$ cat src/rtl/clk_div_pkg.sv
// Shared types and constants for the clk_div_ctrl divider controller.
package clk_div_pkg;

  // Controller states: idle, running, and running with a ratio change queued
  typedef enum logic [1:0] {
    IDLE = 2'd0,
    RUN  = 2'd1,
    PEND = 2'd2
  } state_t;

  // Smallest divide ratio that yields a real period (N=0/1 are rejected)
  localparam int MIN_DIV = 2;

  // Width of the optional tick counter
  localparam int TICK_CNT_W = 16;

endpackage : clk_div_pkg

$ cat src/rtl/clk_div_core.sv
// Phase counter plus registered tick/clk_out decode.
// The decode is computed from the next phase and the ratio that will be in
// effect next cycle, so the registered outputs line up with the phase register.
module clk_div_core
  import clk_div_pkg::*;
#(
  parameter int DIV_W = 8
) (
  input  logic             clk,
  input  logic             rst,
  input  logic             run,      // divider active next cycle
  input  logic [DIV_W-1:0] div,      // ratio in effect next cycle
  input  logic             restart,  // next cycle is p=0 of a fresh period
  output logic             tick,
  output logic             clk_out
);

  logic [DIV_W-1:0] r_phase;
  logic             r_tick;
  logic             r_clk_out;
  logic [DIV_W-1:0] w_phase_next;

  // Next phase: wrap after the tick cycle, or start over when leaving IDLE
  always_comb begin
    w_phase_next = (restart || r_tick) ? '0 : r_phase + 1'b1;
  end

  // Phase register and output decode; idle forces everything low
  always_ff @(posedge clk) begin
    // NOTE: sequential state uses non-blocking assignments so every register
    // samples pre-edge values regardless of statement order.
    if (rst || !run) begin
      r_phase   <= '0;
      r_tick    <= 1'b0;
      r_clk_out <= 1'b0;
    end else begin
      r_phase   <= w_phase_next;
      r_tick    <= (w_phase_next == div - 1'b1);
      r_clk_out <= (w_phase_next < (div >> 1));
    end
  end

  assign tick    = r_tick;
  assign clk_out = r_clk_out;

endmodule : clk_div_core

$ cat src/rtl/clk_div_ctrl.sv
// Run-time programmable clock divider controller.
// Owns the state machine, the valid/ready config handshake, ratio validation
// and the pending-ratio register; a new ratio only takes effect at a period
// boundary. Optional macro CLKDIV_TICK_CNT_EN adds a 16-bit tick counter port.
module clk_div_ctrl
  import clk_div_pkg::*;
#(
  parameter int DIV_W   = 8,
  parameter int DEF_DIV = 3
) (
  input  logic             clk,
  input  logic             rst,
  input  logic             en,
  input  logic [DIV_W-1:0] cfg_div,
  input  logic             cfg_valid,
  output logic             cfg_ready,
  output logic             cfg_err,
  output logic             tick,
  output logic             clk_out,
  output logic             busy,
  output logic [DIV_W-1:0] cur_div
`ifdef CLKDIV_TICK_CNT_EN
  ,
  output logic [TICK_CNT_W-1:0] tick_cnt
`endif
);

  state_t           r_state;
  state_t           w_state_next;
  logic [DIV_W-1:0] r_cur_div;
  logic [DIV_W-1:0] w_cur_div_next;
  logic [DIV_W-1:0] r_pend_div;
  logic [DIV_W-1:0] w_pend_div_next;
  logic             r_cfg_err;
  logic             w_xfer;
  logic             w_bad;
  logic             w_apply;
  logic             w_tick;
  logic             w_clk_out;

  // Handshake decode: a transfer is either applied or rejected as N<2
  always_comb begin
    w_xfer  = cfg_valid && cfg_ready;
    w_bad   = (cfg_div < DIV_W'(MIN_DIV));
    w_apply = w_xfer && !w_bad;
  end

  // Next state, next ratio and pending ratio
  always_comb begin
    // NOTE: every variable gets a default first so no path leaves it
    // unassigned, which would otherwise infer a latch.
    w_state_next    = r_state;
    w_cur_div_next  = r_cur_div;
    w_pend_div_next = r_pend_div;
    unique case (r_state)
      IDLE: begin
        if (w_apply) w_cur_div_next = cfg_div;
        if (en)      w_state_next   = RUN;
      end
      RUN: begin
        if (!en) begin
          // Going idle anyway, so an accepted ratio can apply directly
          w_state_next = IDLE;
          if (w_apply) w_cur_div_next = cfg_div;
        end else if (w_apply) begin
          if (w_tick) begin
            w_cur_div_next = cfg_div;
          end else begin
            w_pend_div_next = cfg_div;
            w_state_next    = PEND;
          end
        end
      end
      PEND: begin
        if (!en) begin
          w_state_next   = IDLE;
          w_cur_div_next = r_pend_div;
        end else if (w_tick) begin
          w_state_next   = RUN;
          w_cur_div_next = r_pend_div;
        end
      end
      default: begin
        w_state_next = IDLE;
      end
    endcase
  end

  // Control registers; reset drops any pending ratio
  always_ff @(posedge clk) begin
    if (rst) begin
      r_state    <= IDLE;
      r_cur_div  <= DIV_W'(DEF_DIV);
      r_pend_div <= '0;
      r_cfg_err  <= 1'b0;
    end else begin
      r_state    <= w_state_next;
      r_cur_div  <= w_cur_div_next;
      r_pend_div <= w_pend_div_next;
      r_cfg_err  <= w_xfer && w_bad;
    end
  end

  clk_div_core #(
    .DIV_W(DIV_W)
  ) u_core (
    .clk     (clk),
    .rst     (rst),
    .run     (w_state_next != IDLE),
    .div     (w_cur_div_next),
    .restart (r_state == IDLE),
    .tick    (w_tick),
    .clk_out (w_clk_out)
  );

`ifdef CLKDIV_TICK_CNT_EN
  logic [TICK_CNT_W-1:0] r_tick_cnt;

  // Free-running tick count, wraps mod 2^16, cleared only by reset
  always_ff @(posedge clk) begin
    if (rst) begin
      r_tick_cnt <= '0;
    end else if (w_tick) begin
      r_tick_cnt <= r_tick_cnt + 1'b1;
    end
  end

  assign tick_cnt = r_tick_cnt;
`endif

  assign cfg_ready = (r_state != PEND);
  assign busy      = (r_state == PEND);
  assign cfg_err   = r_cfg_err;
  assign tick      = w_tick;
  assign clk_out   = w_clk_out;
  assign cur_div   = r_cur_div;

endmodule : clk_div_ctrl

$ cat config.mk
export PLATFORM = sky130hd
export DESIGN_NAME = clk_div_ctrl
export DESIGN_NICKNAME = d
export VERILOG_FILES = /design/src/rtl/clk_div_pkg.sv /design/src/rtl/clk_div_core.sv /design/src/rtl/clk_div_ctrl.sv
export SDC_FILE = /design/constraint.sdc
export NUM_CORES = 1
export LEC_CHECK = 0
export BUFFER_PORTS_ARGS = -buffer_cell sky130_fd_sc_hd__buf_2
export CAP_MARGIN = 40
export CORE_ASPECT_RATIO = 0.9
export CORE_UTILIZATION = 45
export DETAILED_ROUTE_END_ITERATION = 10
export PLACE_DENSITY_LB_ADDON = 0.2
export SLEW_MARGIN = 20
export SYNTH_ARGS = -nofsm -noshare
export SYNTH_HDL_FRONTEND = slang
export SYNTH_SLANG_ARGS = --single-unit
$ cat constraint.sdc
create_clock -name clk -period 4 [get_ports clk]
set_clock_uncertainty 0.1 [all_clocks]
set_input_delay 0.6 -clock clk [delete_from_list [all_inputs] [get_ports clk]]
set_output_delay 0.6 -clock clk [all_outputs]
set_load 0.005 [all_outputs]
==> results of run 1 <==
Yosys cell counts (2+ instances only):
master and instances:
dfxtp_1 29, nor2_1 25, mux2i_1 13, nand3_1 11, nand2_1 10, ha_1 8, nor3_1 8, xnor2_1 7
clkbuf_1 6, xor2_1 6, o21ai_0 5, a21oi_1 4, inv_1 4, mux2_2 4, nand2b_1 4, or2_2 4
a221o_1 3, and2_1 3, nand4_1 3, nor2b_1 3, nor3b_1 3, o21ai_1 3, a211oi_1 2, a21o_1 2
a22oi_1 2, o211ai_1 2, o21a_1 2, o21bai_1 2, or3_1 2
cells by family after synthesis:
group | count (synthesis)
flops | 29
buf+inv | 12
simple gates | 82
xor+xnor | 13
mux | 18
compound gates | 37
fa+ha+maj | 8
tightest hold or removal path, cell delays in order (launching register included):
cell	delay (ps)
dfxtp_1	320
mux2i_1	70
nor2_1	70
layout by cell type, fill, tap and decap left out, types with 4 or more instances in the layout:
master | Yosys | final
a21oi_1 | 4 | 4
buf_2 | 1 | 24
clkbuf_8 | 0 | 5
dfxtp_1 | 29 | 29
ha_1 | 8 | 8
inv_1 | 4 | 4
mux2_2 | 4 | 4
mux2i_1 | 13 | 13
nand2_1 | 10 | 10
nand2b_1 | 4 | 4
nand3_1 | 11 | 11
nor2_1 | 25 | 25
nor3_1 | 8 | 8
o21ai_0 | 5 | 5
or2_2 | 4 | 4
xnor2_1 | 7 | 7
xor2_1 | 6 | 6
flip-flops by register name (all words and copies together) (netlist names):
| register | count |
|---|---|
| u_core.tick | 1 |
| r_pend_div | 8 |
| cfg_err | 1 |
| r_state | 2 |
| u_core.clk_out | 1 |
| u_core.r_phase | 8 |
| cur_div | 8 |
layer usage:
layer,vias up,track usage
met3,5,0.0537
li1,772,-
met4,0,0.0821
met5,-,0
met2,27,0.297
met1,717,0.297
power by group through the flow:
stage	registers (mW)	logic, mW	clock network, mW
finish	0.307	0.123	0.234
global route	0.308	0.138	0.252
CTS	0.307	0.124	0.241
detailed placement	0.313	0.123	0
global placement	0.314	0.122	0
floorplan	0.310	0.0890	0
how the worst min path moves through the flow:
stage	endpoint	slack (ps)
global placement	r_pend_div[0]	380
finish	r_pend_div[6]	390
global route	r_pend_div[4]	410
detailed placement	r_pend_div[7]	380
floorplan	r_pend_div[4]	350
CTS	r_pend_div[7]	400
area by class of cell:
| cell class | instances | share of cell area |
|---|---|---|
| Clock buffer | 6 | 0.0363 |
| Timing Repair Buffer | 27 | 0.0713 |
| Clock inverter | 2 | 0.00501 |
| Multi-Input combinational cell | 158 | 0.559 |
| Sequential cell | 29 | 0.290 |
| Tap cell | 46 | 0.0288 |
| Inverter | 5 | 0.00939 |
==> reports/summary.txt, run 1 <==
clk_lat worst skew: 290 ps
remaining routing DRC violations: 0
Ports: 25
Yosys top cell by area: dfxtp_1
Worst Reg-to-Reg Cells: 9
clock sink total: 29
Netlist cell types: 48
routed wl met3: 197 µm
pin count of the biggest net entering global routing: 20
cts bufs inserted: 5
Fmax: 0.295 GHz
critical path depth in cells: 10
DP Area: 0.00192 mm²
CORE AREA: 0.00370 mm²
Port Buf Inserts: 24
Hold/Removal Path Class: flop to flop
layout filler cell count: 353
Tmin final: 3380 ps
Hold Buf Count CTS: 0
fin util: 0.540
Critical Path, Cell by Cell: buf_2 > or4_4 > o211ai_4 > a22oi_1 > mux2_2 > ha_1 > or4b_1 > a21oi_1 > o2111ai_1 > a2111oi_2
fin nets: 246
Reg2Reg Setup Slack: 940 ps
clock-pin slew on the worst setup and hold paths: 60 ps
critical path class: primary input to flop
switching share of total power: 0.289
internal power: 473 µW
Syn Nets: 219
Post-synth EDFFs: 0
Crit path required time: 4080 ps
Post-CTS Resized: 0
width of the die: 67.6 µm
Final Hold Vio Count: 0
Leakage: 0.815 nW
flops & latches, synth: 29
CTS tree: built
Worst slew margin: 0.620
first-pass GRT wire length: 6220 µm
CP startpoint: cfg_div[4]
compound-gate portion of the synthesized area: 0.168
dpl ws: 318 ps
setup slack after layout: 615 ps
hold_sp: r_pend_div[6]
RR Startpoint: r_state[0]
Die Height: 61.1 µm
met1 WL: 2020 µm
Inst Count DP: 265
vias in the first global route: 1309
CP top delay family: simple AND/OR/NAND/NOR gates
clk buf depth: 2
antenna violations before repair: 0
Total GRT Usage: 0.208
top-area cell type share of the netlist area: 0.333
GP Congestion: 0.737
Synth Area in Simple Gates: 0.241
RSZ-0062 raised after global routing: no
H-tree depth: 2
CP max stage delay: 550 ps
max layer used: met4
overall die area: 0.00413 mm²
adder-cell share of the synthesized area: 0.0574
CP max FO: 7
Synth Area in XOR/XNOR: 0.0653
met2 WL: 1730 µm
Gate Count Post-Synth: 199
syn avg cell area: 8.76 µm²
Initial Utilization: 0.471
nature of the critical path endpoint: flop
initial drt markers: 101
vias: 1521
grt total ovfl: 0
CP bufs+invs: 1
FP Rows: 21
async set-reset flop share out of synthesis: 0
Psw: 192 µW
Final Setup Violations: 0
share of total power in the clock network: 0.352
finished layout cell area: 0.00200 mm²
Worst Hold Path Cells: 2
combinational family with the most area after synthesis: simple AND/OR/NAND/NOR gates
mux share of post-synthesis cell area: 0.109
drt wl/cell: 14.6 µm
post-synthesis sequential area ratio: 0.333
P&R area growth vs syn: 14.6%
Pwr Total: 665 µW
register area: 581 µm²
Synth Flop Type: dfxtp_1
final wirelength: 4000 µm
clock root buffer: clkbuf_8
TNS Setup: 0 ps
status: finished clean
max cap viols: 0
DRT Pass-1 Iters: 4
CP max-delay cell: or4_4
Synth area leaders: dfxtp_1 33%, mux2i_1 7.5%, ha_1 5.7%
capturing point of the worst reg2reg path: u_core.tick
Reg power frac: 0.462
Ant. Diodes: 0
Final Max Tran Viols: 0
CP arrival: 3460 ps
post-CTS setup buffer count: 0
share of post-route cells with drive strength above 1: 0.211
Vias/cell: 5.57
hold_ws: 393 ps
worst vdd ir: 0.258 mV
Worst Setup EP: u_core.tick
yosys warns: 0
Synth Cell Area: 0.00174 mm²
antenna viol nets, final: 0
fin cells: 273
final critical-path share of the clock period: 0.846
DP Wirelength: 2980 µm
footprint of the multi-input gates: 0.00112 mm²
power density over the cells: 332 mW/mm²
Slew @ Worst Pin: 569 ps
Logic pwr share: 0.186
Critical Path Source Type: primary input
(Power assumes the default switching activity.)
==> inputs of run 2 (changes only) <==
ABC_AREA = 1   (was not set)
clock period = 3.17 ns   (was 4 ns; I/O delays follow)
==> run 2 against run 1 <==
Compared with the run above: die area rose by 28%; sequential share of layout area down 6.0 points; setup slack worse by 280 ps; critical path type is now flop to flop; via count is 50% higher; sequential cell count is the same.
==> reports/summary.txt, run 2 <==
adder-cell share of the synthesized area: 0.0445
Synth area leaders: dfxtp_1 26%, nand2_1 18%, nor2_1 7.7%
hold_ws: 368 ps
finished layout cell area: 0.00252 mm²
nature of the critical path endpoint: flop
clock sink total: 29
Fmax: 0.352 GHz
Post-CTS Resized: 0
Initial Utilization: 0.465
Yosys top cell by area: dfxtp_1
most frequent cells in the layout: 108 x nand2_1, 46 x nor2_1, 40 x inv_1, 29 x dfxtp_1, 25 x nand3_1
fin nets: 407
drt wl/cell: 12.8 µm
Tmin final: 2840 ps
clk buf depth: 2
pin count of the biggest net entering global routing: 26
Hold/Removal Path Class: flop to flop
Gate Count Post-Synth: 358
clock root buffer: clkbuf_8
yosys warns: 0
Ports: 25
Final Hold Vio Count: 0
commonest cells in the netlist: 108 x nand2_1, 46 x nor2_1, 40 x inv_1
Synth Area in Simple Gates: 0.426
top-area cell type share of the netlist area: 0.258
Hold Buf Count CTS: 0
Worst slew margin: 0.584
Crit path required time: 3280 ps
share of post-route cells with drive strength above 1: 0.209
combinational family with the most area after synthesis: simple AND/OR/NAND/NOR gates
status: finished clean
Synth Flop Type: dfxtp_1
Synth Cell Area: 0.00225 mm²
width of the die: 76.5 µm
clk_lat worst skew: 280 ps
critical path class: flop to flop
vias: 2287
DP Area: 0.00243 mm²
mux share of post-synthesis cell area: 0
final wirelength: 5790 µm
CTS tree: built
H-tree depth: 2
flops & latches, synth: 29
Post-synth EDFFs: 0
antenna violations before repair: 0
first-pass GRT wire length: 9720 µm
Critical Path Source Type: flop
Die Height: 69.1 µm
power density over the cells: 373 mW/mm²
fin cells: 452
top-count cell post-synth: nand2_1
post-synthesis sequential area ratio: 0.258
GP Congestion: 0.846
Final Setup Violations: 0
post-CTS setup buffer count: 0
grt total ovfl: 0
DP Wirelength: 4580 µm
max cap viols: 0
syn avg cell area: 6.28 µm²
Slew @ Worst Pin: 623 ps
commonest non-fill, non-tap cell in the layout: nand2_1
overall die area: 0.00528 mm²
Leakage: 1.24 nW
RSZ-0062 raised after global routing: no
compound-gate portion of the synthesized area: 0.155
worst vdd ir: 0.170 mV
final critical-path share of the clock period: 0.895
vias in the first global route: 2082
antenna viol nets, final: 0
CP arrival: 2950 ps
Final Max Tran Viols: 0
Total GRT Usage: 0.233
Ant. Diodes: 0
Inst Count DP: 445
CORE AREA: 0.00483 mm²
remaining routing DRC violations: 0
fin util: 0.521
Vias/cell: 5.06
cts bufs inserted: 5
DRT Pass-1 Iters: 6
FP Rows: 24
async set-reset flop share out of synthesis: 0
CP max FO: 25
initial drt markers: 176
Netlist cell types: 36
Syn Nets: 378
Synth Area in XOR/XNOR: 0.00390
clock-pin slew on the worst setup and hold paths: 70 ps
TNS Setup: 0 ps
Port Buf Inserts: 24
P&R area growth vs syn: 12.0%
run 2: per-layer routing:
metal  GRT usage  routed length (µm)  share of wire  vias to the layer above
met4      0.0726                  43         0.0074                        0
met3      0.0384                 324          0.056                        6
met1       0.324                2860           0.49                     1021
met2       0.366                2560           0.44                       59
met5           0                   0              0                        -
li1            -                   -              -                     1201
run 2: critical path, stage by stage, from the launching register on:
cell	delay (ps)
dfxtp_1	450
inv_2	160
nand2_4	110
nand2_4	90
nor2_8	340
nand2_1	110
o21ai_2	80
nand2_2	90
nand2_4	90
inv_2	50
ha_1	290
xor2_1	170
a21oi_1	150
nand3_1	90
nor2_1	110
nand2_1	70
nor2_1	80
nand2_1	60
nor3_2	80
run 2: cells by family (layout without fill, tap and decap cells):
logic type / after synthesis / in the layout
buf+inv: 58 / 87
compound gates: 52 / 52
flops: 29 / 29
fa+ha+maj: 8 / 8
xor+xnor: 1 / 1
simple gates: 210 / 210
run 2: final timing paths:
kind | slack [ps] | from | end | cells past startpoint
hold / removal | 370 | r_pend_div[0] | r_pend_div[0] | 2
hold reg to reg | 370 | r_pend_div[0] | r_pend_div[0] | 2
setup reg to reg | 330 | r_state[0] | u_core.tick | 18
setup / recovery | 330 | r_state[0] | u_core.tick | 18
run 2: layout make-up:
class	instances	area, µm²
Clock buffer	7	86.3
Fill cell	495	2320
Inverter	51	198
Multi-Input combinational cell	271	1420
Sequential cell	29	581
Tap cell	65	81.3
Timing Repair Buffer	29	158
run 2: per-stage QoR:
step / total power [mW] / setup slack (ps)
global route: 0.993 / 23.5
floorplan: 0.575 / 611
detailed placement: 0.636 / 323
global placement: 0.632 / 412
finish: 0.939 / 332
CTS: 0.948 / 338
run 2: power breakdown:
part	leakage [nW]	total, mW	switching, mW	internal (mW)
clock network	0.0443	0.310	0.138	0.172
registers	0.236	0.390	0.0125	0.378
logic	0.957	0.239	0.156	0.0837
==> inputs of run 3 (changes only) <==
CTS_BUF_LIST = sky130_fd_sc_hd__clkbuf_8   (was not set)
CTS_CLUSTER_SIZE = 30   (was not set)
==> run 3 against run 2 <==
Compared with the run above: clock-buffer cell count fell by 1; final cell count did not move; global-route usage did not move; utilization did not move; non-clock buffer count did not move; critical path depth did not move.
==> reports/summary.txt, run 3 (same netlist as run 2, synthesis figures left out) <==
clock-pin slew on the worst setup and hold paths: 70 ps
Final Setup Violations: 0
first-pass GRT wire length: 9720 µm
Port Buf Inserts: 24
Hold/Removal Path Class: flop to flop
commonest non-fill, non-tap cell in the layout: nand2_1
power density over the cells: 372 mW/mm²
P&R area growth vs syn: 12.0%
clk buf depth: 2
internal power: 630 µW
Worst slew margin: 0.583
dpl ws: 323 ps
status: finished clean
nature of the critical path endpoint: flop
remaining routing DRC violations: 0
CP bufs+invs: 2
Critical Path, Cell by Cell: inv_2 > nand2_4 > nand2_4 > nor2_8 > nand2_1 > o21ai_2 > nand2_2 > nand2_4 > inv_2 > ha_1 > xor2_1 > a21oi_1 > nand3_1 > nor2_1 > nand2_1 > nor2_1 > nand2_1 > nor3_2
pin count of the biggest net entering global routing: 26
CTS tree: built
antenna viol nets, final: 0
width of the die: 76.5 µm
CP top delay family: simple AND/OR/NAND/NOR gates
Psw: 307 µW
Critical Path Source Type: flop
switching share of total power: 0.327
GP Congestion: 0.846
CP max stage delay: 450 ps
CORE AREA: 0.00483 mm²
Reg power frac: 0.417
DRT Pass-1 Iters: 4
Final Hold Vio Count: 0
Slew @ Worst Pin: 624 ps
share of post-route cells with drive strength above 1: 0.209
TNS Setup: 0 ps
fin nets: 407
Die Height: 69.1 µm
Ports: 25
initial drt markers: 131
Total GRT Usage: 0.233
final critical-path share of the clock period: 0.900
vias in the first global route: 2078
RSZ-0062 raised after global routing: no
Leakage: 1.24 nW
CP arrival: 2960 ps
drt wl/cell: 12.9 µm
Fmax: 0.351 GHz
most frequent cells in the layout: 108 x nand2_1, 46 x nor2_1, 41 x inv_1, 29 x dfxtp_1, 25 x nand3_1
final wirelength: 5820 µm
Vias/cell: 5.08
Crit path required time: 3280 ps
Hold Buf Count CTS: 0
post-CTS setup buffer count: 0
clock sink total: 29
clk_lat worst skew: 280 ps
Ant. Diodes: 0
H-tree depth: 2
max cap viols: 0
CP max FO: 25
antenna violations before repair: 0
cts bufs inserted: 5
Initial Utilization: 0.465
setup slack after layout: 318 ps
grt total ovfl: 0
Post-CTS Resized: 0
DP Wirelength: 4580 µm
share of total power in the clock network: 0.328
worst vdd ir: 0.170 mV
Final Max Tran Viols: 0
vias: 2295
Tmin final: 2850 ps
CP max-delay cell: dfxtp_1
clock root buffer: clkbuf_8
Logic pwr share: 0.255
FP Rows: 24
critical path class: flop to flop
overall die area: 0.00528 mm²
[run 3: final cells by class]
| cell class | count | area (µm²) |
|---|---|---|
| fill | 495 | 2320 |
| multi-input combinational | 271 | 1420 |
| sequential | 29 | 581 |
| inverter | 51 | 198 |
| timing repair buffer | 29 | 158 |
| clock buffer | 6 | 82.6 |
| tap | 65 | 81.3 |
| clock inverter | 1 | 3.75 |
[run 3: power groups by stage]
stage	sequential [mW]	combinational [mW]	clock (mW)
floorplan	0.396	0.179	0
global placement	0.398	0.234	0
detailed placement	0.398	0.237	0
CTS	0.390	0.239	0.316
global route	0.392	0.270	0.328
finish	0.390	0.239	0.307
[run 3: path summary, 6_finish.rpt]
| check | startpoint | endpoint | slack [ps] | cells past startpoint |
|---|---|---|---|---|
| setup / recovery | r_state[0] | u_core.tick | 320 | 18 |
| hold / removal | r_pend_div[0] | r_pend_div[0] | 370 | 2 |
| setup reg to reg | r_state[0] | u_core.tick | 320 | 18 |
| hold reg to reg | r_pend_div[0] | r_pend_div[0] | 370 | 2 |
[run 3: worst min-delay path: cells and delay by family, from the launching register on]
| family | cells | cell delay, ps |
|---|---|---|
| flops | 1 | 310 |
| compound gates | 1 | 50 |
| simple gates | 1 | 60 |
[run 3: per-layer routing]
layer / track usage / share of wire
met1: 0.325 / 0.50
met2: 0.365 / 0.44
met3: 0.0384 / 0.049
met4: 0.0726 / 0.0086
met5: 0 / 0
[run 3: through the flow]
step	hold WS (ps)	utilization	std cells	power, mW	instance area [µm²]
floorplan	329	-	358	0.575	2250
global placement	354	0.503	445	0.632	2430
detailed placement	360	0.503	445	0.636	2430
CTS	370	0.521	452	0.945	2520
global route	399	0.521	452	0.991	2520
finish	367	0.521	452	0.937	2520
